**config.mk**
```make
export PLATFORM = sky130hd
export DESIGN_NAME = hazard_ctrl_flat
export DESIGN_NICKNAME = d
export VERILOG_FILES = /design/src/rtl/mips_pkg.sv /design/src/rtl/hazard_ctrl_if.sv /design/src/rtl/hazard_ctrl_muldiv_seq.sv /design/src/rtl/hazard_ctrl.sv /design/src/flat_wrapper.sv
export SDC_FILE = /design/constraint.sdc
export NUM_CORES = 1
export LEC_CHECK = 0
export BUFFER_PORTS_ARGS = -buffer_cell sky130_fd_sc_hd__buf_2
export CORE_MARGIN = 3
export CORE_UTILIZATION = 35
export CTS_CLUSTER_DIAMETER = 30
export DETAILED_ROUTE_END_ITERATION = 16
export SYNTH_ARGS = -nofsm -noshare
export SYNTH_HDL_FRONTEND = slang
export SYNTH_SLANG_ARGS = --single-unit
```
**constraint.sdc**
```tcl
create_clock -name clk -period 4.9 [get_ports clk]
set_input_delay 0.735 -clock clk [delete_from_list [all_inputs] [get_ports clk]]
set_output_delay 0.735 -clock clk [all_outputs]
set_load 0.01 [all_outputs]
```
**src/rtl/mips_pkg.sv**
```systemverilog
// Shared definitions for the MIPS pipeline: mul/div sequencing state, op encodings,
// default unit latencies and the register-match helper used by hazard detection.
package mips_pkg;

   typedef enum logic [1:0] {
      IDLE = 2'd0,
      BUSY = 2'd1,
      DONE = 2'd2
   } muldiv_state_t;

   localparam logic MULDIV_OP_MUL = 1'b0;
   localparam logic MULDIV_OP_DIV = 1'b1;

   localparam int unsigned DEF_MUL_CYCLES = 4;
   localparam int unsigned DEF_DIV_CYCLES = 32;

   // $0 is hardwired, so it never creates a dependency
   function automatic logic regMatch(input logic [4:0] a, input logic [4:0] b);
      return (a != '0) && (a == b);
   endfunction

endpackage

```
**src/rtl/hazard_ctrl_if.sv**
```systemverilog
// Pipeline-side bundle of the hazard controller: decode/execute/memory hazard
// inputs in, stall/flush and HI/LO controls out.
interface hazard_ctrl_if;
   logic [4:0] RsD, RtD, WriteRegE, WriteRegM;
   logic       RegWriteE, MemtoRegE, MemtoRegM;
   logic       BranchD, JumpRegD, PCSrcD;
   logic       MulDivD, HiLoReadD, MulDivStartE, MulDivOpE;
   logic       StallF, StallD, FlushD, FlushE;
   logic       MulDivBusy, HiLoWriteEn;

   modport master (
      output RsD, RtD, WriteRegE, WriteRegM, RegWriteE, MemtoRegE, MemtoRegM,
             BranchD, JumpRegD, PCSrcD, MulDivD, HiLoReadD, MulDivStartE, MulDivOpE,
      input  StallF, StallD, FlushD, FlushE, MulDivBusy, HiLoWriteEn
   );

   modport slave (
      input  RsD, RtD, WriteRegE, WriteRegM, RegWriteE, MemtoRegE, MemtoRegM,
             BranchD, JumpRegD, PCSrcD, MulDivD, HiLoReadD, MulDivStartE, MulDivOpE,
      output StallF, StallD, FlushD, FlushE, MulDivBusy, HiLoWriteEn
   );
endinterface

```
**src/rtl/hazard_ctrl_muldiv_seq.sv**
```systemverilog
// Multi-cycle mul/div sequencer: tracks the unit's latency from issue in E and
// pulses the HI/LO commit when the result is ready.
module muldiv_seq
   import mips_pkg::*;
#(
   parameter int unsigned MUL_CYCLES = DEF_MUL_CYCLES,
   parameter int unsigned DIV_CYCLES = DEF_DIV_CYCLES
) (
   input  logic clk,
   input  logic rst,
   input  logic startE,
   input  logic opE,
   output logic busy,
   output logic hiLoWriteEn,
   output logic busy_or_starting
);

   localparam int unsigned CW = $clog2(DIV_CYCLES);
   localparam logic [CW-1:0] MUL_LOAD = CW'(MUL_CYCLES - 2);
   localparam logic [CW-1:0] DIV_LOAD = CW'(DIV_CYCLES - 2);

   muldiv_state_t state;
   logic [CW-1:0] cnt;
   logic          busyR;
   logic          doneR;

   // busyR/doneR are the registered decode of the next state
   always_ff @(posedge clk) begin
      if (rst) begin
         state <= IDLE;
         cnt   <= '0;
         busyR <= 1'b0;
         doneR <= 1'b0;
      end else begin
         case (state)
            IDLE, DONE: begin
               if (startE) begin
                  state <= BUSY;
                  cnt   <= (opE == MULDIV_OP_DIV) ? DIV_LOAD : MUL_LOAD;
                  busyR <= 1'b1;
                  doneR <= 1'b0;
               end else begin
                  state <= IDLE;
                  busyR <= 1'b0;
                  doneR <= 1'b0;
               end
            end
            BUSY: begin
               if (cnt == '0) begin
                  state <= DONE;
                  busyR <= 1'b1;
                  doneR <= 1'b1;
               end else begin
                  cnt <= cnt - CW'(1);
               end
            end
            default: begin
               state <= IDLE;
               busyR <= 1'b0;
               doneR <= 1'b0;
            end
         endcase
      end
   end

   assign busy             = busyR & ~rst;
   assign hiLoWriteEn      = doneR & ~rst;
   assign busy_or_starting = (state == BUSY) | ((state == IDLE) & startE);

endmodule

```
**src/rtl/hazard_ctrl.sv**
```systemverilog
// Pipeline hazard controller: load-use, decode-resolved branch/jr and mul/div
// hazards combined into the F/D/E stall and flush controls.
module hazard_ctrl
   import mips_pkg::*;
#(
   parameter int unsigned MUL_CYCLES = DEF_MUL_CYCLES,
   parameter int unsigned DIV_CYCLES = DEF_DIV_CYCLES
) (
   input logic         clk,
   input logic         rst,
   hazard_ctrl_if.slave hz
);

   logic rsMatchE, rtMatchE, rsMatchM, rtMatchM;
   logic lwStall, brStall, jrStall, mdStall, stall;
   logic busyOrStarting;

   assign rsMatchE = regMatch(hz.WriteRegE, hz.RsD);
   assign rtMatchE = regMatch(hz.WriteRegE, hz.RtD);
   assign rsMatchM = regMatch(hz.WriteRegM, hz.RsD);
   assign rtMatchM = regMatch(hz.WriteRegM, hz.RtD);

   assign lwStall = hz.MemtoRegE & hz.RegWriteE & (rsMatchE | rtMatchE);
   assign brStall = hz.BranchD & ((hz.RegWriteE & (rsMatchE | rtMatchE)) |
                                  (hz.MemtoRegM & (rsMatchM | rtMatchM)));
   assign jrStall = hz.JumpRegD & ((hz.RegWriteE & rsMatchE) | (hz.MemtoRegM & rsMatchM));
   assign mdStall = (hz.MulDivD | hz.HiLoReadD) & busyOrStarting;

   assign stall = (lwStall | brStall | jrStall | mdStall) & ~rst;

   assign hz.StallF = stall;
   assign hz.StallD = stall;
   assign hz.FlushE = stall;
   assign hz.FlushD = hz.PCSrcD & ~stall & ~rst;

   muldiv_seq #(
      .MUL_CYCLES (MUL_CYCLES),
      .DIV_CYCLES (DIV_CYCLES)
   ) u_muldiv_seq (
      .clk              (clk),
      .rst              (rst),
      .startE           (hz.MulDivStartE),
      .opE              (hz.MulDivOpE),
      .busy             (hz.MulDivBusy),
      .hiLoWriteEn      (hz.HiLoWriteEn),
      .busy_or_starting (busyOrStarting)
   );

endmodule

```
**src/flat_wrapper.sv**
```systemverilog
// flat-port wrapper written by rule: the top's interface ports become plain ports
module hazard_ctrl_flat import mips_pkg::*;
#(
   parameter int unsigned MUL_CYCLES = DEF_MUL_CYCLES,
   parameter int unsigned DIV_CYCLES = DEF_DIV_CYCLES
)
  (clk, rst, hz_RsD, hz_RtD, hz_WriteRegE, hz_WriteRegM, hz_RegWriteE, hz_MemtoRegE, hz_MemtoRegM, hz_BranchD, hz_JumpRegD, hz_PCSrcD, hz_MulDivD, hz_HiLoReadD, hz_MulDivStartE, hz_MulDivOpE, hz_StallF, hz_StallD, hz_FlushD, hz_FlushE, hz_MulDivBusy, hz_HiLoWriteEn);
  hazard_ctrl_if hz_i ();
  input logic clk;
  input logic rst;
  input wire logic [$bits(hz_i.RsD)-1:0] hz_RsD;
  input wire logic [$bits(hz_i.RtD)-1:0] hz_RtD;
  input wire logic [$bits(hz_i.WriteRegE)-1:0] hz_WriteRegE;
  input wire logic [$bits(hz_i.WriteRegM)-1:0] hz_WriteRegM;
  input wire logic [$bits(hz_i.RegWriteE)-1:0] hz_RegWriteE;
  input wire logic [$bits(hz_i.MemtoRegE)-1:0] hz_MemtoRegE;
  input wire logic [$bits(hz_i.MemtoRegM)-1:0] hz_MemtoRegM;
  input wire logic [$bits(hz_i.BranchD)-1:0] hz_BranchD;
  input wire logic [$bits(hz_i.JumpRegD)-1:0] hz_JumpRegD;
  input wire logic [$bits(hz_i.PCSrcD)-1:0] hz_PCSrcD;
  input wire logic [$bits(hz_i.MulDivD)-1:0] hz_MulDivD;
  input wire logic [$bits(hz_i.HiLoReadD)-1:0] hz_HiLoReadD;
  input wire logic [$bits(hz_i.MulDivStartE)-1:0] hz_MulDivStartE;
  input wire logic [$bits(hz_i.MulDivOpE)-1:0] hz_MulDivOpE;
  output wire logic [$bits(hz_i.StallF)-1:0] hz_StallF;
  output wire logic [$bits(hz_i.StallD)-1:0] hz_StallD;
  output wire logic [$bits(hz_i.FlushD)-1:0] hz_FlushD;
  output wire logic [$bits(hz_i.FlushE)-1:0] hz_FlushE;
  output wire logic [$bits(hz_i.MulDivBusy)-1:0] hz_MulDivBusy;
  output wire logic [$bits(hz_i.HiLoWriteEn)-1:0] hz_HiLoWriteEn;
  assign hz_i.RsD = hz_RsD;
  assign hz_i.RtD = hz_RtD;
  assign hz_i.WriteRegE = hz_WriteRegE;
  assign hz_i.WriteRegM = hz_WriteRegM;
  assign hz_i.RegWriteE = hz_RegWriteE;
  assign hz_i.MemtoRegE = hz_MemtoRegE;
  assign hz_i.MemtoRegM = hz_MemtoRegM;
  assign hz_i.BranchD = hz_BranchD;
  assign hz_i.JumpRegD = hz_JumpRegD;
  assign hz_i.PCSrcD = hz_PCSrcD;
  assign hz_i.MulDivD = hz_MulDivD;
  assign hz_i.HiLoReadD = hz_HiLoReadD;
  assign hz_i.MulDivStartE = hz_MulDivStartE;
  assign hz_i.MulDivOpE = hz_MulDivOpE;
  assign hz_StallF = hz_i.StallF;
  assign hz_StallD = hz_i.StallD;
  assign hz_FlushD = hz_i.FlushD;
  assign hz_FlushE = hz_i.FlushE;
  assign hz_MulDivBusy = hz_i.MulDivBusy;
  assign hz_HiLoWriteEn = hz_i.HiLoWriteEn;
  hazard_ctrl #(.MUL_CYCLES(MUL_CYCLES), .DIV_CYCLES(DIV_CYCLES)) u_core (.clk(clk), .rst(rst), .hz(hz_i));
endmodule
```
==> results.cfg <==
[routing]
drt_iter0_drc = 8
drc = 0
viasPerCell = 5.02
routed_wl_mm = 1.83
vias = 798
wl_per_cell_microns = 11.5
ant_nets = 0
drt_pass1_iterations = 4

[critical_path]
worst_ep_required_time_ns = 4.16
cp-end-kind = output port
worstSetupPathType = input port to output port
slowest_delay_ns = 0.51
critPathTopFamily = simple AND/OR/NAND/NOR gates
worstSetupStartpointType = input port
crit_slowest_cell = or4_1
arrival_ns = 2.29
crit_chain = buf_2 > or4_1 > o21ai_1 > or4_1 > o31ai_2 > a21oi_2 > o2111a_1 > buf_2
path_max_fanout = 3
crit_buf_inv = 2

[power]
p_per_area_nw_per_um2 = 252
ir_worst_vdd_v = 0.000108
cellLeakagePower_nw = 0.440

[cells_and_area]
n_antenna_cell = 0
final_common_cell = buf_2
fillers = 207
final_nets = 167
syn_to_final_growth_pct = 29.1
final_cells = 159
layout_common_cells = 37 x buf_2, 13 x xnor2_1, 9 x dfxtp_1
layout-drive-gt1-share_pct = 34.1

[logic_synthesis]
synth_edf_count = 0
synth_compound_area_share_pct = 21.9
synthCells = 95
ys_ff_latch = 9
avgSynthCellArea_sq_um = 8.05
async_reset_ff_share_pct = 0
synth_top_family_by_area = XOR/XNOR gates
synth-xor-area-share_pct = 24.1
synth_simple_gate_area_share_pct = 22.3
synth_flop_cell = dfxtp_1
yosys.area_share.adder_pct = 3.27
yosysSeqAreaShare_pct = 23.6
synth.distinct_cells = 30
synth_fp_nets = 129
syn_area_sq_um = 764
yosysWarnings = 0
synth_mux_area_share_pct = 0

[die]
placementRows = 16
coreArea_sq_um = 2020
pin_count = 38
fp.dieW_microns = 52.7
fp.dieH_microns = 52.7
start_util_pct = 37.8
die_area_sq_um = 2780

[grt]
antenna_found_initial = 0
first_global_vias = 764
overflow = 0
grt_pass1_wl_mm = 3.12
grt_usage_pct = 15.0
grt_max_degree = 12

[clocking]
cts.sinks = 9
cts.clk_slew.worst_paths_ns = 0.06
hold_buffers = 0
cts_tree = done
clk_latency_ns = 0.26
numCtsBuffers = 3
cts_resized = 0
clockRootBuffer = clkbuf_4
cts_buffer_depth = 2
postCtsSetupBuffers = 0
cts.htree.levels = 1

[sta]
max_slew_margin_pct = 68.5
tightest_slew_ns = 0.471
grt_setup_unrepaired = no
period_needed_ns = 3.02
hold_viol = 0
setup_violations = 0
fmax_mhz = 331
finalSetupTns_ns = 0
period_share_pct = 61.6
clock_skew_ns = 0.00106
slew_viol_final = 0

[placement]
portBuffers = 37
gp_congestion = 0.781
placedCellCount = 155
dpl.hpwl_mm = 1.57

[status]
status = finished clean

[run]
maxCapViolations = 0

[hold_path]
hp-class = flip-flop to flip-flop
==> layer usage <==
metal  GRT usage [%]  vias up  share of wire [%]
met3            1.71        2                5.6
met4            7.66        0                1.3
li1                -      415                  -
met5               0        -                  0
met2            26.4       28                 52
met1            17.5      353                 41
==> cells in the mapped netlist, types with 2 or more instances <==
cell type / n / area (sq um)
clkbuf_1: 2 / 7.51
nand3_1: 3 / 15.0
ha_1: 2 / 25.0
nand2_1: 3 / 11.3
inv_1: 4 / 15.0
nor2_1: 7 / 26.3
a21oi_1: 6 / 30.0
dfxtp_1: 9 / 180
xnor2_1: 13 / 114
nor3_1: 5 / 25.0
or4_1: 3 / 22.5
o21ai_0: 2 / 10.0
nand2b_1: 3 / 18.8
a21o_1: 2 / 15.0
a31oi_1: 2 / 12.5
nor2b_1: 3 / 18.8
o22ai_1: 3 / 18.8
buf_4: 2 / 15.0
o21a_1: 2 / 15.0
xor2_1: 8 / 70.1
nand4_1: 2 / 12.5
==> where the power goes <==
part / switching (mW) / leakage [nW] / internal (mW)
registers: 0.00789 / 0.0743 / 0.0832
clock network: 0.0260 / 0.0150 / 0.0314
logic: 0.0521 / 0.351 / 0.0485
==> worst paths after layout <==
path	cells past startpoint	to	slack, ns	from
max	8	hz_FlushD	1.88	hz_WriteRegM[0]
min	2	u_core.u_muldiv_seq.cnt[1]$_SDFFE_PP0P_	0.53	u_core.u_muldiv_seq.cnt[1]$_SDFFE_PP0P_
max reg2reg	7	u_core.u_muldiv_seq.cnt[2]$_SDFFE_PP0P_	3.07	u_core.u_muldiv_seq.cnt[0]$_SDFFE_PP0P_
min reg2reg	2	u_core.u_muldiv_seq.cnt[1]$_SDFFE_PP0P_	0.53	u_core.u_muldiv_seq.cnt[1]$_SDFFE_PP0P_
==> logic make-up after synthesis <==
kind of cell             after synthesis
XOR/XNOR                              21
AO/OA/AOI/OAI                         24
AND/OR/NAND/NOR                       31
flip-flops                             9
buffers and inverters                  8
adder cells (fa/ha/maj)                2
==> through the flow <==
stage                     total power [mW]  utilization (%)  area (sq um)  setup WS (ns)  hold WS (ns)
after floorplan                      0.161                -           764           2.06         0.486
after global placement               0.192             47.5           961           1.91         0.508
after detailed placement             0.193             47.5           961           1.87         0.522
after CTS                            0.252             48.8           987           1.87         0.531
after global routing                 0.272             48.8           987           1.75         0.577
final                                0.249             48.8           987           1.88         0.531
==> layout make-up <==
type,count,area (sq um),share of cell area (%)
Multi-Input combinational cell,78,547,55.4
Timing Repair Buffer,37,185,18.8
Sequential cell,9,180,18.3
Tap cell,27,33.8,3.42
Clock buffer,4,26.3,2.66
Inverter,4,15.0,1.52
==> flip-flops by register name, indices dropped and copies added, names as in the netlist <==
name	cells
u_core.u_muldiv_seq.state	2
u_core.u_muldiv_seq.doneR	1
u_core.u_muldiv_seq.busyR	1
u_core.u_muldiv_seq.cnt	5
==> worst register-to-register path, stage by stage (launching register included) <==
cell and delay, ns:
dfxtp_1 0.31, inv_1 0.11, ha_1 0.17, or4b_4 0.50, nand2_1 0.13, nand2_1 0.14
o21a_1 0.14, o221a_2 0.23
Note: power is estimated with default switching activity, not from simulation.
